$ cat src/rtl/key_pkg.sv
// Shared definitions for the 4x4 keypad scanner.
//   KEY_* constants  : key codes with a fixed meaning
//   res_kind_e       : frame-result classification
//   frame_res_t      : one complete scan-frame result (kind + code)
//   key_code()       : (row index, column index) -> key code
package key_pkg;

  localparam logic [3:0] KEY_NONE = 4'hF;
  localparam logic [3:0] KEY_DP   = 4'hA;
  localparam logic [3:0] KEY_CLR  = 4'hB;

  typedef enum logic [1:0] {
    RES_NONE   = 2'd0,
    RES_SINGLE = 2'd1,
    RES_MULTI  = 2'd2
  } res_kind_e;

  // code is KEY_NONE for NONE/MULTI so whole-struct compares are meaningful
  typedef struct packed {
    res_kind_e  kind;
    logic [3:0] code;
  } frame_res_t;

  // Keymap; position (3,3) is unpopulated and reads as no key
  function automatic logic [3:0] key_code(input logic [1:0] r, input logic [1:0] c);
    logic [3:0] code;
    case ({r, c})
      4'b00_00: code = 4'h1;
      4'b00_01: code = 4'h2;
      4'b00_10: code = 4'h3;
      4'b00_11: code = KEY_DP;
      4'b01_00: code = 4'h4;
      4'b01_01: code = 4'h5;
      4'b01_10: code = 4'h6;
      4'b01_11: code = KEY_CLR;
      4'b10_00: code = 4'h7;
      4'b10_01: code = 4'h8;
      4'b10_10: code = 4'h9;
      4'b10_11: code = 4'hC;
      4'b11_00: code = 4'hD;
      4'b11_01: code = 4'h0;
      4'b11_10: code = 4'hE;
      default:  code = KEY_NONE;
    endcase
    return code;
  endfunction

endpackage

$ cat src/rtl/key_debounce.sv
// Frame-level debouncer and press/release state machine.
//   clk, rst      : clock, async active-high reset
//   res_i         : result of the frame that just completed
//   strobe_i      : one-cycle frame-end strobe qualifying res_i
//   key_o         : accepted key code, KEY_NONE when released
//   pressed_o     : high while a debounced key is held
//   key_valid_o   : one-cycle pulse on each accepted new press
module key_debounce
  import key_pkg::*;
#(
  parameter int unsigned DEBOUNCE_FRAMES = 3
) (
  input  logic       clk,
  input  logic       rst,
  input  frame_res_t res_i,
  input  logic       strobe_i,
  output logic [3:0] key_o,
  output logic       pressed_o,
  output logic       key_valid_o
);

  localparam int unsigned SC_W = $clog2(DEBOUNCE_FRAMES + 1);

  typedef enum logic {
    ST_RELEASED = 1'b0,
    ST_PRESSED  = 1'b1
  } state_e;

  state_e     state_q, state_d;
  frame_res_t cand_q, cand_d;
  logic [SC_W-1:0] stable_cnt_q, stable_cnt_d;
  logic [3:0] key_q, key_d;
  logic       pressed_q, pressed_d;
  logic       key_valid_q, key_valid_d;
  logic       stable_c;

  // State and output registers
  always_ff @(posedge clk or posedge rst) begin
    if (rst) begin
      state_q      <= ST_RELEASED;
      cand_q       <= '{kind: RES_NONE, code: KEY_NONE};
      stable_cnt_q <= '0;
      key_q        <= KEY_NONE;
      pressed_q    <= 1'b0;
      key_valid_q  <= 1'b0;
    end else begin
      state_q      <= state_d;
      cand_q       <= cand_d;
      stable_cnt_q <= stable_cnt_d;
      key_q        <= key_d;
      pressed_q    <= pressed_d;
      key_valid_q  <= key_valid_d;
    end
  end

  // Candidate tracking and press/release decision
  always_comb begin
    state_d      = state_q;
    cand_d       = cand_q;
    stable_cnt_d = stable_cnt_q;
    key_d        = key_q;
    pressed_d    = pressed_q;
    key_valid_d  = 1'b0;

    if (strobe_i) begin
      if (res_i == cand_q) begin
        if (stable_cnt_q != SC_W'(DEBOUNCE_FRAMES)) stable_cnt_d = stable_cnt_q + SC_W'(1);
      end else begin
        cand_d       = res_i;
        stable_cnt_d = SC_W'(1);
      end
    end

    // Decision uses the updated count so it fires in the frame that reaches it
    stable_c = strobe_i && (stable_cnt_d == SC_W'(DEBOUNCE_FRAMES));

    case (state_q)
      ST_RELEASED: begin
        if (stable_c && cand_d.kind == RES_SINGLE) begin
          state_d     = ST_PRESSED;
          key_d       = cand_d.code;
          pressed_d   = 1'b1;
          key_valid_d = 1'b1;
        end
      end
      ST_PRESSED: begin
        // Only a stable release leaves PRESSED; no rollover to another key
        if (stable_c && cand_d.kind == RES_NONE) begin
          state_d   = ST_RELEASED;
          key_d     = KEY_NONE;
          pressed_d = 1'b0;
        end
      end
      default: state_d = ST_RELEASED;
    endcase
  end

  assign key_o       = key_q;
  assign pressed_o   = pressed_q;
  assign key_valid_o = key_valid_q;

endmodule

$ cat src/rtl/matrix_key_scan.sv
// 4x4 active-low keypad scanner: row drive, column synchroniser,
// per-frame key accumulation, and debounced key output.
//   clk, rst   : clock, async active-high reset
//   col        : keypad columns, active-low, asynchronous
//   row        : row drive, active-low, one bit low at a time
//   key        : debounced key code, 4'hF when none
//   key_valid  : one-cycle pulse per accepted new press
//   pressed    : high while a debounced key is held
module matrix_key_scan
  import key_pkg::*;
#(
  parameter int unsigned ROW_SETTLE      = 4,
  parameter int unsigned DEBOUNCE_FRAMES = 3
) (
  input  logic       clk,
  input  logic       rst,
  input  logic [3:0] col,
  output logic [3:0] row,
  output logic [3:0] key,
  output logic       key_valid,
  output logic       pressed
);

  localparam int unsigned CNT_W = (ROW_SETTLE > 1) ? $clog2(ROW_SETTLE) : 1;

  logic [3:0]       col_meta_q, col_s_q;
  logic [3:0]       row_q, row_d;
  logic [1:0]       row_idx_q, row_idx_d;
  logic [CNT_W-1:0] row_cnt_q, row_cnt_d;
  logic [1:0]       acc_cnt_q, acc_cnt_d;   // low bits seen so far, saturates at 2
  logic [3:0]       acc_code_q, acc_code_d;

  logic [3:0] low_c;
  logic [2:0] samp_n_c, tot_n_c;
  logic [3:0] samp_code_c, tot_code_c;
  logic       row_end_c, frame_end_c;
  frame_res_t frame_res_c;

  // Two-flop column synchroniser
  always_ff @(posedge clk or posedge rst) begin
    if (rst) begin
      col_meta_q <= 4'hF;
      col_s_q    <= 4'hF;
    end else begin
      col_meta_q <= col;
      col_s_q    <= col_meta_q;
    end
  end

  // Scan counter and frame accumulator registers
  always_ff @(posedge clk or posedge rst) begin
    if (rst) begin
      row_q      <= 4'b1110;
      row_idx_q  <= 2'd0;
      row_cnt_q  <= '0;
      acc_cnt_q  <= 2'd0;
      acc_code_q <= KEY_NONE;
    end else begin
      row_q      <= row_d;
      row_idx_q  <= row_idx_d;
      row_cnt_q  <= row_cnt_d;
      acc_cnt_q  <= acc_cnt_d;
      acc_code_q <= acc_code_d;
    end
  end

  // Row sampling, frame result and scan sequencing
  always_comb begin
    row_d      = row_q;
    row_idx_d  = row_idx_q;
    row_cnt_d  = row_cnt_q + CNT_W'(1);
    acc_cnt_d  = acc_cnt_q;
    acc_code_d = acc_code_q;

    row_end_c   = (row_cnt_q == CNT_W'(ROW_SETTLE - 1));
    frame_end_c = row_end_c && (row_idx_q == 2'd3);

    // Unpopulated position (3,3) is masked so it never forms MULTI
    low_c = ~col_s_q;
    if (row_idx_q == 2'd3) low_c[3] = 1'b0;

    samp_n_c    = 3'd0;
    samp_code_c = KEY_NONE;
    for (int unsigned c = 0; c < 4; c++) begin
      if (low_c[c]) begin
        samp_n_c    = samp_n_c + 3'd1;
        samp_code_c = key_code(row_idx_q, 2'(c));
      end
    end

    tot_n_c    = {1'b0, acc_cnt_q} + samp_n_c;
    tot_code_c = (acc_cnt_q != 2'd0) ? acc_code_q : samp_code_c;

    frame_res_c.kind = RES_NONE;
    frame_res_c.code = KEY_NONE;
    if (tot_n_c == 3'd1) begin
      frame_res_c.kind = RES_SINGLE;
      frame_res_c.code = tot_code_c;
    end else if (tot_n_c > 3'd1) begin
      frame_res_c.kind = RES_MULTI;
    end

    if (row_end_c) begin
      row_cnt_d = '0;
      row_d     = {row_q[2:0], row_q[3]};
      row_idx_d = row_idx_q + 2'd1;
      if (frame_end_c) begin
        acc_cnt_d  = 2'd0;
        acc_code_d = KEY_NONE;
      end else begin
        acc_cnt_d  = (tot_n_c > 3'd1) ? 2'd2 : tot_n_c[1:0];
        acc_code_d = tot_code_c;
      end
    end
  end

  key_debounce #(
    .DEBOUNCE_FRAMES(DEBOUNCE_FRAMES)
  ) u_debounce (
    .clk        (clk),
    .rst        (rst),
    .res_i      (frame_res_c),
    .strobe_i   (frame_end_c),
    .key_o      (key),
    .pressed_o  (pressed),
    .key_valid_o(key_valid)
  );

  assign row = row_q;

endmodule

$ cat config.mk
export PLATFORM = sky130hd
export DESIGN_NAME = matrix_key_scan
export DESIGN_NICKNAME = d
export VERILOG_FILES = /design/src/rtl/key_pkg.sv /design/src/rtl/key_debounce.sv /design/src/rtl/matrix_key_scan.sv
export SDC_FILE = /design/constraint.sdc
export NUM_CORES = 1
export LEC_CHECK = 0
export ABC_AREA = 1
export CORE_ASPECT_RATIO = 2
export CORE_MARGIN = 1.5
export CORE_UTILIZATION = 55
export CTS_CLUSTER_SIZE = 24
export DETAILED_ROUTE_END_ITERATION = 8
export GPL_ROUTABILITY_DRIVEN = 0
export PLACE_DENSITY = 0.81
export SKIP_LAST_GASP = 1
export SLEW_MARGIN = 25
export SYNTH_ARGS = -nofsm -noshare
export SYNTH_HDL_FRONTEND = slang
export SYNTH_SLANG_ARGS = --single-unit
$ cat constraint.sdc
create_clock -name clk -period 4.55 [get_ports clk]
set_input_delay 0.6825 -clock clk [delete_from_list [all_inputs] [get_ports clk]]
set_output_delay 0.6825 -clock clk [all_outputs]
set_load 0.02 [all_outputs]
=== After elaboration in Yosys (flattened, before gate mapping) ===
Index checks and enable logic that the tools add are counted.

* Register bits after elaboration: 37
* Bits of input ports: 6
* Output and inout bits: 10
* Word-level logic and storage cells: 79

* Add/sub/neg operators: 7
* Order comparisons: 1
* Equality and inequality tests: 11
* Mux-type cells: 36
* Bitwise gates (word level): 2
* Reduce and logical (&&, ||, !) cells: 8

{| class="wikitable"
|+ Operators by type and width
! operator !! number
|-
| $pmux W4 S4 || 3
|-
| $mux W4 || 9
|-
| $mux W2 || 8
|-
| $mux W6 || 2
|-
| $add A3 B1 Y3 const B || 3
|-
| $mux W3 || 3
|-
| $pmux W3 S3 || 1
|-
| $eq A2 B2 Y1 const B || 4
|-
| $pmux W4 S2 || 1
|-
| $mux W1 || 7
|-
| $add A2 B1 Y2 const B || 3
|-
| $eq A6 B6 Y1 || 1
|-
| $eq A2 B1 Y1 const B || 2
|-
| $logic_and A1 B1 Y1 || 4
|-
| $logic_not A2 Y1 || 2
|-
| $ne A2 B2 Y1 const B || 2
|-
| $not A4 Y4 || 1
|-
| $pmux W1 S2 || 2
|-
| $add A2 B3 Y3 || 1
|-
| $eq A3 B1 Y1 const B || 1
|-
| $gt A3 B1 Y1 const B || 1
|-
| $ne A2 B1 Y1 const B || 1
|-
| $reduce_and A2 Y1 || 1
|-
| $reduce_bool A2 Y1 || 1
|-
| $not A1 Y1 || 1
|}

=== Logic depth before layout (Yosys ltp) ===
Gate-level depths: netlist of run 1.

* Depth after elaboration: 20
* Mapped depth: 26
* Mapped depth without buffers: 26

=== Hierarchy ===
From an unflattened synthesis of run 1, not the netlist that was laid out.

* Cell total of the unflattened synthesis: 244
* Area, all modules: 2013.2 um^2

{| class="wikitable"
|+ Modules (own cells, without submodules)
! module !! instances !! cells an instance !! area an instance (um^2)
|-
| matrix_key_scan || 1 || 143 || 1248.7
|-
| key_debounce || 1 || 101 || 764.5
|}

=== Worst setup path after synthesis of run 1 ===
OpenSTA, ideal clock, no wires.

* Path type: register to register
* Start: reg col_s_q[1]
* End: reg u_debounce.key_q[0], in the netlist u_debounce.key_o[0]
* Library setup time: 60 ps
* Arrival: 3255 ps
* Data required time: 4490 ps
* Path slack: 1234 ps
* Cell stages (with the launch flop): 21
* Path buffers: 0
* Clock period less this slack: 3316 ps
* Cell sequence: dfstp_2 > inv_1 > ha_1 > xnor2_1 > ha_1 > nand2_1 > nand2_1 > fa_1 > nor2_1 > nand3_1 > nand2_1 > nand2_1 > inv_1 > nand2_1 > nor2_2 > nand3_2 > nor2_4 > nand2_2 > nand2_2 > nand2_1 > nand2_1

* Word-level cells in the longest chain between the ends: 18
* Elaborated cells on any way between the ends: 32
* Classes of those cells: 3 x add/sub; 1 x order compare; 6 x eq/ne; 16 x mux; 1 x bitwise; 5 x reduce/logical

{| class="wikitable"
|+ Ends and longest elaborated chain
! what !! RTL line !! text
|-
| from (decl) || matrix_key_scan.sv:26 || <nowiki>logic [3:0] col_meta_q, col_s_q;</nowiki>
|-
| from (signal assigned) || matrix_key_scan.sv:46 || <nowiki>col_s_q <= col_meta_q;</nowiki>
|-
| $not A4 Y4 * || matrix_key_scan.sv:79 || <nowiki>low_c = ~col_s_q;</nowiki>
|-
| $mux W3 || matrix_key_scan.sv:85 || <nowiki>if (low_c[c]) begin</nowiki>
|-
| $add A3 B1 Y3 || matrix_key_scan.sv:86 || <nowiki>samp_n_c = samp_n_c + 3'd1;</nowiki>
|-
| $mux W3 || matrix_key_scan.sv:85 ||
|-
| $add A3 B1 Y3 || matrix_key_scan.sv:86 ||
|-
| $mux W3 || matrix_key_scan.sv:85 ||
|-
| $add A2 B3 Y3 || matrix_key_scan.sv:91 || <nowiki>tot_n_c = {1'b0, acc_cnt_q} + samp_n_c;</nowiki>
|-
| $gt A3 B1 Y1 || matrix_key_scan.sv:99 || <nowiki>end else if (tot_n_c > 3'd1) begin</nowiki>
|-
| [... 2 more ...] || n/a ||
|-
| $eq A6 B6 Y1 || key_debounce.sv:66 || <nowiki>if (res_i == cand_q) begin</nowiki>
|-
| $mux W2 || key_debounce.sv:66 ||
|-
| $mux W2 || key_debounce.sv:65 || <nowiki>if (strobe_i) begin</nowiki>
|-
| $eq A2 B2 Y1 || key_debounce.sv:75 || <nowiki>stable_c = strobe_i && (stable_cnt_d == SC_W'(DEBOUNCE_FRAMES));</nowiki>
|-
| $logic_and A1 B1 Y1 || key_debounce.sv:75 ||
|-
| $logic_and A1 B1 Y1, on equally long branches || key_debounce.sv:88, key_debounce.sv:79 ||
|-
| $ne A2 B2 Y1 (no source line) / $ne A2 B1 Y1 (equally long branches) || n/a ||
|-
| $reduce_and A2 Y1 (no source line) || n/a ||
|-
| to (signal assigned) || key_debounce.sv:50 || <nowiki>key_q <= key_d;</nowiki>
|-
| to (decl) || key_debounce.sv:32 || <nowiki>logic [3:0] key_q, key_d;</nowiki>
|}

Every way passes the cells marked *; elsewhere a longest branch is shown, timed or not. The select of a mux whose other input is x is not followed.
A chain may end at the register's enable or synchronous reset.

=== Final worst setup path of run 1 ===
* Start: reg col_s_q[1]
* End: reg u_debounce.key_q[1], in the netlist u_debounce.key_o[1]

Same word-level chain as after synthesis.

==> run metrics, run 1 <==
status=finished clean; synth unique cells=30; H-tree depth=2; Req. time, crit path=4.78 ns; Lkg Pwr=1.22 nW; Row Count=31; CP Max Fanout=8; Crit. End Element=flop; Mapped Cells=251; io pins=16; Post-DP HPWL=3070 um; largest net degree at the start of global routing=38; data arrival time of the critical path=3.94 ns; Synth top area share=29.7%; Worst path max stage delay=0.59 ns; Final Max Slew Viols=0; compound-cell area share of the yosys netlist=6.52%; die area=4090 um^2; fmax=0.270 GHz; initial drt markers=29; worst vdd ir=283 uV; Die H=89.0 um; Inst Count DP=315; drt pass-1 iters=4; initial cell density of the core=57.0%; worst skew pair latency=0.29 ns; max-cap violations=0; Root Buffer=clkbuf_8; xor/xnor share of the synthesized area=1.29%; sequential area share after synthesis=46.9%; vias post-DR=1620; Fin Setup TNS=0 ns; Post-Syn Area=2030 um^2; grt total ovfl=0; clock skew=0.00523 ns; Via density=5.02; Post-layout nets=291; Crit path max-delay family=simple AND/OR/NAND/NOR gates; Synth Warn #=0; post-CTS setup buffer count=0; number of global-route vias before repair=1615; largest cells by area after synthesis=dfstp_2 (30%), dfrtp_1 (17%), nand2_1 (15%), inv_1 (7.0%), ha_1 (6.8%); I/O Buffers=15; syn avg cell area=8.11 um^2; Antenna Cells=0; first-pass GRT wire length=6770 um; Filler cells=304; final cell count without fillers=323; fraction of layout cells with a size suffix above 1=17.2%; post_cts resized=0; initial antenna violation count=0; GRT Total Usage=23.0%; multiplexer area fraction after synthesis=0%; crit path time final=3.71 ns; Post-Synth Simple-Gate Area=30.0%; die width=46.0 um; worst path cell trace=inv_1, ha_1, xnor2_1, ha_1, nand2_1, nand2_1, fa_1, nor2_1, nand3_1, nand2_1, nand2_1, inv_1, nand2_1, nor2_2, nand3_2, nor2_4, nand2_2, nand2_2, nand2_1, nand2_1; final wirelength=4030 um; Adder-Cell Fraction of Synth Area=7.75%; CP most frequent cell=nand2_1; Final Hold Fails=0; CTS tree=done; RSZ-0062 raised after global routing=no; Power Density=364 nW/um^2; WP buf/inv=2; clock tree buffer depth=2; drt wl/cell=12.5 um; final setup fails=0; hold-fix buffers at CTS=0; Core Region=3570 um^2; area leader, netlist=dfstp_2; Remaining DRCs=0; largest family of logic cells by synthesized area=simple AND/OR/NAND/NOR gates; Worst Hold Class=reg -> reg; total power=0.862 mW; measured slew at the worst slew-check pin=0.600 ns; Post-DRT Antenna Nets=0; clk slew on worst S/H paths=0.07 ns; Setup crit start kind=flop; post-synth net total=269; period utilization=81.5%; CP Class=reg -> reg; Layout Area Growth over Synthesis=16.3%; Slew headroom=59.6%; Num CTS Buffers=5; flops & latches, synth=37; clk sinks=37; Slowest cell on crit path=dfstp_2
==> routing by layer <==
metal,global-route usage [%],vias up,routed length (um),share of wire (%)
met5,0,-,0,0
met4,12.5,0,133,3.3
met3,3.84,11,68,1.7
met2,40.7,23,2270,56
met1,24.4,767,1550,39
li1,-,819,-,-
==> cells in the mapped netlist <==
cell type / instances
clkbuf_1: 1
nand3_1: 15
a21boi_0: 1
dfrtp_1: 14
nand3_2: 1
nand4_1: 4
inv_1: 38
inv_2: 1
and2_2: 1
nor2_1: 20
o22ai_1: 2
nand2_4: 2
o211ai_1: 1
a21oi_1: 4
nand3_4: 1
or2_2: 2
xor2_1: 2
nor2_2: 2
o21ai_0: 11
nand2_1: 81
o22a_1: 1
nand2_2: 4
nor2_4: 2
a22oi_1: 2
ha_1: 11
dfstp_2: 23
clkinv_1: 1
fa_1: 1
xnor2_1: 1
a31oi_1: 1
==> path summary, 6_finish.rpt <==
kind	startpoint	end	slack, ns	cells past startpoint
max	col_s_q[1]	u_debounce.key_o[1]	0.84	20
min	col_meta_q[3]	col_s_q[3]	0.35	0
max in group asynchronous	rst	row[3]	3.39	3
min in group asynchronous	rst	u_debounce.cand_q[4]	0.81	3
min reg2reg	col_meta_q[3]	col_s_q[3]	0.35	0
max reg2reg	col_s_q[1]	u_debounce.key_o[1]	0.84	20
==> final cells by class <==
| type | count | area (um^2) | area share, % |
|---|---|---|---|
| tap | 49 | 61.3 | 2.59 |
| clock inverter | 1 | 30.0 | 1.27 |
| sequential | 37 | 955 | 40.3 |
| multi-input combinational | 173 | 926 | 39.1 |
| clock buffer | 7 | 86.3 | 3.65 |
| timing repair buffer | 16 | 158 | 6.66 |
| inverter | 40 | 150 | 6.35 |
==> kinds of logic after synthesis <==
logic type	after synthesis
compound gates	23
xor+xnor	3
fa+ha+maj	12
buf+inv	41
flops	37
simple gates	135
==> stage by stage <==
step | area (um^2) | hold WS, ns | utilization [%] | worst slack [ns]
final | 2370 | 0.354 | 66.3 | 0.841
after global routing | 2370 | 0.361 | 66.3 | 0.554
after CTS | 2370 | 0.360 | 66.3 | 0.803
after detailed placement | 2250 | 0.351 | 63.0 | 0.882
after global placement | 2250 | 0.347 | 63.0 | 0.944
after floorplan | 2030 | 0.345 | - | 1.23
==> cell usage in the layout (no fill, tap or decap) <==
master,synthesis,routed
and2_2,1,1
xor2_1,2,2
o22ai_1,2,2
clkbuf_1,1,1
nor2_2,2,2
inv_2,1,1
dfrtp_1,14,14
clkbuf_8,0,6
clkinv_1,1,1
fa_1,1,1
clkdlybuf4s50_1,0,15
nand2_2,4,4
o22a_1,1,1
nand2_4,2,2
bufinv_16,0,1
inv_1,38,38
nor2_1,20,20
dfstp_2,23,23
xnor2_1,1,1
nand4_1,4,4
nand2_1,81,81
nand3_1,15,15
nor2_4,2,2
a21boi_0,1,1
a21oi_1,4,4
buf_4,0,1
o211ai_1,1,1
a22oi_1,2,2
or2_2,2,2
o21ai_0,11,11
nand3_2,1,1
a31oi_1,1,1
ha_1,11,11
nand3_4,1,1
==> flip-flops by register name, summed over array words and instances, names as in the netlist <==
name,flops
col_s_q,4
row,4
u_debounce.cand_q,6
acc_code_q,4
u_debounce.pressed_o,1
u_debounce.key_valid_o,1
acc_cnt_q,2
row_idx_q,2
u_debounce.stable_cnt_q,2
u_debounce.key_o,4
row_cnt_q,2
col_meta_q,4
u_debounce.state_q,1
==> where the power goes <==
part           total [mW]  internal (mW)  switching (mW)  leakage [nW]
Combinational       0.182         0.0675           0.114         0.738
Clock               0.287          0.179           0.108        0.0585
Sequential          0.393          0.371          0.0218         0.423
Total               0.862          0.617           0.244          1.22
Power figures use the tool's default switching activity.
==> inputs of run 2 (changes only) <==
clock period = 3.8 ns   (was 4.55 ns; I/O delays follow)
==> run 2 against run 1 <==
  * Clock skew up 0.00074 ns
  * Total power up 20%
  * Critical path type unchanged
  * Design area up 2.5%
  * Highest routed layer unchanged
  * Setup slack got worse by 0.55 ns
  * Non-clock buffer count is 4 higher
  * First-iteration DRC count fell by 45%
  * Clock power up 15%
  * Final cell count up 1.2%
==> run metrics, run 2 (same netlist as run 1, synthesis figures left out) <==
RSZ-0062 raised after global routing=no; Setup crit start kind=flop; Root Buffer=clkbuf_8; clk sinks=37; Worst path max stage delay=0.56 ns; switching power=0.299 mW; final wirelength=4080 um; GRT Total Usage=22.9%; Post-DP HPWL=3020 um; CP Class=reg -> reg; I/O Buffers=15; Top reg by flops=u_debounce.cand_q; measured slew at the worst slew-check pin=0.603 ns; Row Count=31; commonest non-fill, non-tap cell in the layout=nand2_1; Slew headroom=59.7%; combinational power share=22.5%; Slowest cell on crit path=dfstp_2; Post-DRT Antenna Nets=0; clock skew=0.00597 ns; vias post-DR=1621; Post-layout nets=295; Remaining DRCs=0; die width=46.0 um; H-tree depth=2; fmax=0.285 GHz; data arrival time of the critical path=3.74 ns; Final Max Slew Viols=0; sw frac=29.0%; status=finished clean; Final Hold Fails=0; CTS tree=done; total power=1.03 mW; Via density=4.96; Layout Area Growth over Synthesis=19.2%; grt total ovfl=0; die area=4090 um^2; worst skew pair latency=0.29 ns; largest net degree at the start of global routing=31; Power Density=425 nW/um^2; Core Util, Final=68.0%; Worst Hold Class=reg -> reg; clk slew on worst S/H paths=0.07 ns; final setup fails=0; drt pass-1 iters=4; max FFs per register=6; Filler cells=305; fraction of layout cells with a size suffix above 1=20.5%; clock tree buffer depth=2; Fin Setup TNS=0 ns; Sequential Power Share=45.5%; Die H=89.0 um; Core Region=3570 um^2; max-cap violations=0; initial cell density of the core=57.0%; number of global-route vias before repair=1595; pre-CTS WS=0.231 ns; worst path cell trace=inv_1, ha_4, xnor2_2, ha_1, nand2_1, nand2_1, fa_1, inv_1, nand3_2, nand2_2, nand2_2, nand2_4, nand4_1, nand2_1, nand2_1, nor2_2, nand3_2, nor2_4, nand3_4, nand2_2, nand2_1, nand2_1; drt wl/cell=12.5 um; fin worst setup slack=0.289 ns; Antenna Cells=0; Num CTS Buffers=5; Req. time, crit path=4.03 ns; io pins=16; commonest non-fill, non-tap cells in the layout=nand2_1 (80), inv_1 (37), dfstp_2 (23), nor2_1 (20), clkdlybuf4s50_1 (15); clock share of power=32.0%; first-pass GRT wire length=6690 um; crit path time final=3.51 ns; CP Max Fanout=7; hold-fix buffers at CTS=0; Lkg Pwr=1.26 nW; worst vdd ir=335 uV; period utilization=92.4%; Crit. End Element=flop; Pint=0.732 mW; CP most frequent cell=nand2_1; initial antenna violation count=0; initial drt markers=16
[run 2: changes by cell type in the layout (fill, tap and decap cells not counted), sizes merged]
cell,delta
buf,+4
clkbuf,-1
clkinv,+1
[run 2: worst paths after layout]
path	start	end	slack [ns]	cells past startpoint
max in group asynchronous	rst	col_meta_q[3]	2.53	3
max	col_s_q[0]	u_debounce.key_o[3]	0.29	22
min	col_meta_q[3]	col_s_q[3]	0.35	0
max reg2reg	col_s_q[0]	u_debounce.key_o[3]	0.29	22
min reg2reg	col_meta_q[3]	col_s_q[3]	0.35	0
min in group asynchronous	rst	u_debounce.key_valid_o	0.66	2
[run 2: through the flow]
step           std cells  hold WS [ns]  instance area (um^2)
6_report             327         0.355                  2420
5_1_grt              327         0.348                  2420
4_1_cts              326         0.356                  2380
2_1_floorplan        251         0.345                  2030
3_3_place_gp         318         0.346                  2270
3_5_place_dp         318         0.347                  2270
[run 2: final cells by class]
| type | instances | area [um^2] | area share, % |
|---|---|---|---|
| clock inverters | 2 | 35.0 | 1.44 |
| well taps | 49 | 61.3 | 2.53 |
| inverters | 40 | 150 | 6.19 |
| repair buffers | 20 | 188 | 7.74 |
| multi-input cells | 173 | 963 | 39.7 |
| clock buffers | 6 | 72.6 | 2.99 |
| flip-flops and latches | 37 | 955 | 39.4 |
[run 2: power groups by stage]
stage / clock, mW / sequential, mW / combinational (mW)
after floorplan: 0 / 0.471 / 0.166
after global placement: 0 / 0.475 / 0.219
after detailed placement: 0 / 0.475 / 0.223
after CTS: 0.337 / 0.469 / 0.226
after global routing: 0.348 / 0.475 / 0.266
final: 0.330 / 0.469 / 0.232
[run 2: worst max-delay path: cells and delay by family, from the launching register on]
family	cells	cell delay, ns
buffers and inverters	2	0.19
xor gates and xnor gates	1	0.14
DFF	1	0.56
and+or+nand+nor	16	1.57
adders and majority gates	3	0.97
[run 2: metal layers]
metal / global-route usage (%) / wire, um / vias to the layer above
met1: 23.6 / 1570 / 754
met2: 40.8 / 2300 / 26
met4: 13.0 / 129 / 0
met5: 0 / 0 / -
li1: - / - / 830
met3: 4.04 / 79 / 11
[run 2: timing repair]
action | in CTS | in global routing
gates resized for setup | 0 | 6
buffers inserted | 0 | 1
endpoints found under the setup margin | 0 | 7
==> inputs of run 3 (changes only) <==
clock period = 3.3 ns   (was 3.8 ns; I/O delays follow)
==> run 3 against run 2 <==
  * The flow now finishes with violations (negative setup slack)
  * Core utilization grew 5.0 points
  * Fmax is 4.8% higher
  * Combinational power rose by 38%
  * Total power is 21% higher
  * Final cell count up 3.7%
  * Flip-flop and latch count unchanged
  * Global-route usage is 3.3 points higher
  * Clock skew increased by 0.0030 ns
  * Largest cell class unchanged
==> run metrics, run 3 (same netlist as run 1, synthesis figures left out) <==
Remaining DRCs=0; final cell count without fillers=339; Core Util, Final=73.0%; io pins=16; final wirelength=4730 um; Lkg Pwr=1.33 nW; die width=46.0 um; Num CTS Buffers=5; Root Buffer=clkbuf_8; RSZ-0062 raised after global routing=yes; combinational power share=25.7%; Fin Setup TNS=-0.249 ns; final instance area=2610 um^2; Power Density=479 nW/um^2; CP Class=reg -> reg; initial cell density of the core=57.0%; data arrival time of the critical path=3.55 ns; Post-DRT Antenna Nets=0; commonest non-fill, non-tap cell in the layout=nand2_1; switching power=0.385 mW; clk slew on worst S/H paths=0.08 ns; largest net degree at the start of global routing=38; Sequential Power Share=43.7%; vias post-DR=1771; Layout Area Growth over Synthesis=28.0%; max FFs per register=6; Post-layout nets=308; Via density=5.22; drt pass-1 iters=4; I/O Buffers=15; fmax=0.298 GHz; hold_ws=0.349 ns; clk sinks=37; CTS tree=done; clock skew=0.00898 ns; number of global-route vias before repair=1836; period utilization=102%; Top reg by flops=u_debounce.cand_q; Slew headroom=69.9%; Inst Count DP=325; Setup crit start kind=flop; Final Hold Fails=0; measured slew at the worst slew-check pin=0.452 ns; clock tree buffer depth=2; max-cap violations=0; initial drt markers=62; GRT Total Usage=26.2%; Post-DP HPWL=3240 um; Final Max Slew Viols=0; placed cell area=2330 um^2; crit path time final=3.35 ns; H-tree depth=2; grt total ovfl=0; clock share of power=30.6%; status=finished with violations; Die H=89.0 um; drt wl/cell=13.9 um; Antenna Cells=0; Row Count=31; sw frac=30.9%; fraction of layout cells with a size suffix above 1=28.3%; commonest non-fill, non-tap cells in the layout=nand2_1 (77), inv_1 (35), dfstp_2 (23), nor2_1 (18), buf_4 (17); CP Max Fanout=7; initial antenna violation count=0; worst skew pair latency=0.30 ns; Worst Hold Class=reg -> reg; Core Region=3570 um^2; Pint=0.863 mW; final setup fails=6; worst vdd ir=383 uV; fin worst setup slack=-0.0510 ns; die area=4090 um^2; violated checks=negative setup slack; Req. time, crit path=3.49 ns; first-pass GRT wire length=7730 um; Crit. End Element=flop
[run 3: cell count changes in the layout (fill, tap and decap cells not counted), sizes merged]
cell / delta
buf: +13
clkbuf: -1
[run 3: final cells by class]
type                    count  area [um^2]
inverters                  40          153
multi-input cells         173         1040
clock inverters             2         35.0
repair buffers             33          289
well taps                  49         61.3
clock buffers               5         68.8
flip-flops and latches     37          955
fillers                   276          963
[run 3: timing repair]
item / CTS / global route
endpoints found under the setup margin: 7 / 8
pin swaps: 12 / 12
gates cloned: 0 / 0
resized for setup: 16 / 12
buffers inserted: 5 / 2
hold buffers: 0 / 0
[run 3: metal layers]
layer	wire, um	track usage, %	vias up
met4	167	15.1	0
met1	1700	28.1	861
li1	-	-	859
met2	2740	46.5	39
met5	0	0	-
met3	115	3.43	12
[run 3: power groups by stage]
| stage | sequential [mW] | combinational, mW | clock [mW] |
|---|---|---|---|
| 2_1_floorplan | 0.543 | 0.195 | 0 |
| 3_3_place_gp | 0.547 | 0.266 | 0 |
| 3_5_place_dp | 0.547 | 0.273 | 0 |
| 4_1_cts | 0.542 | 0.304 | 0.386 |
| 5_1_grt | 0.550 | 0.356 | 0.403 |
| 6_report | 0.545 | 0.320 | 0.382 |
[run 3: worst paths after layout]
path / startpoint / slack, ns / depth (start not counted) / end
setup / recovery: col_s_q[1] / -0.05 / 23 / u_debounce.state_q
hold / removal: col_meta_q[1] / 0.35 / 0 / col_s_q[1]
setup reg to reg: col_s_q[1] / -0.05 / 23 / u_debounce.state_q
hold reg to reg: col_meta_q[1] / 0.35 / 0 / col_s_q[1]
max in group asynchronous: rst / 2.34 / 3 / row[1]
min in group asynchronous: rst / 0.61 / 3 / acc_cnt_q[1]
[run 3: stage by stage]
step | setup slack, ns | power, mW
2_1_floorplan | 0.00870 | 0.738
3_3_place_gp | -0.102 | 0.813
3_5_place_dp | -0.247 | 0.820
4_1_cts | -0.0620 | 1.23
5_1_grt | -0.252 | 1.31
6_report | -0.0510 | 1.25
[run 3: worst max-delay path, stage by stage (launching register included)]
cell and delay [ns]:
dfstp_2 0.56, inv_2 0.06, ha_4 0.29, xnor2_4 0.12, ha_1 0.25, nand2_1 0.07
nand2_2 0.06, fa_2 0.39, inv_2 0.08, nand3_4 0.08, nand3_2 0.11, nand2_4 0.10
nand2_4 0.10, buf_4 0.11, nor2_2 0.03, nand2_1 0.05, nand2_1 0.06, nor2_2 0.15
nand3_2 0.11, nor2_4 0.17, buf_4 0.16, nand2_2 0.05, o21ai_2 0.05, inv_1 0.05
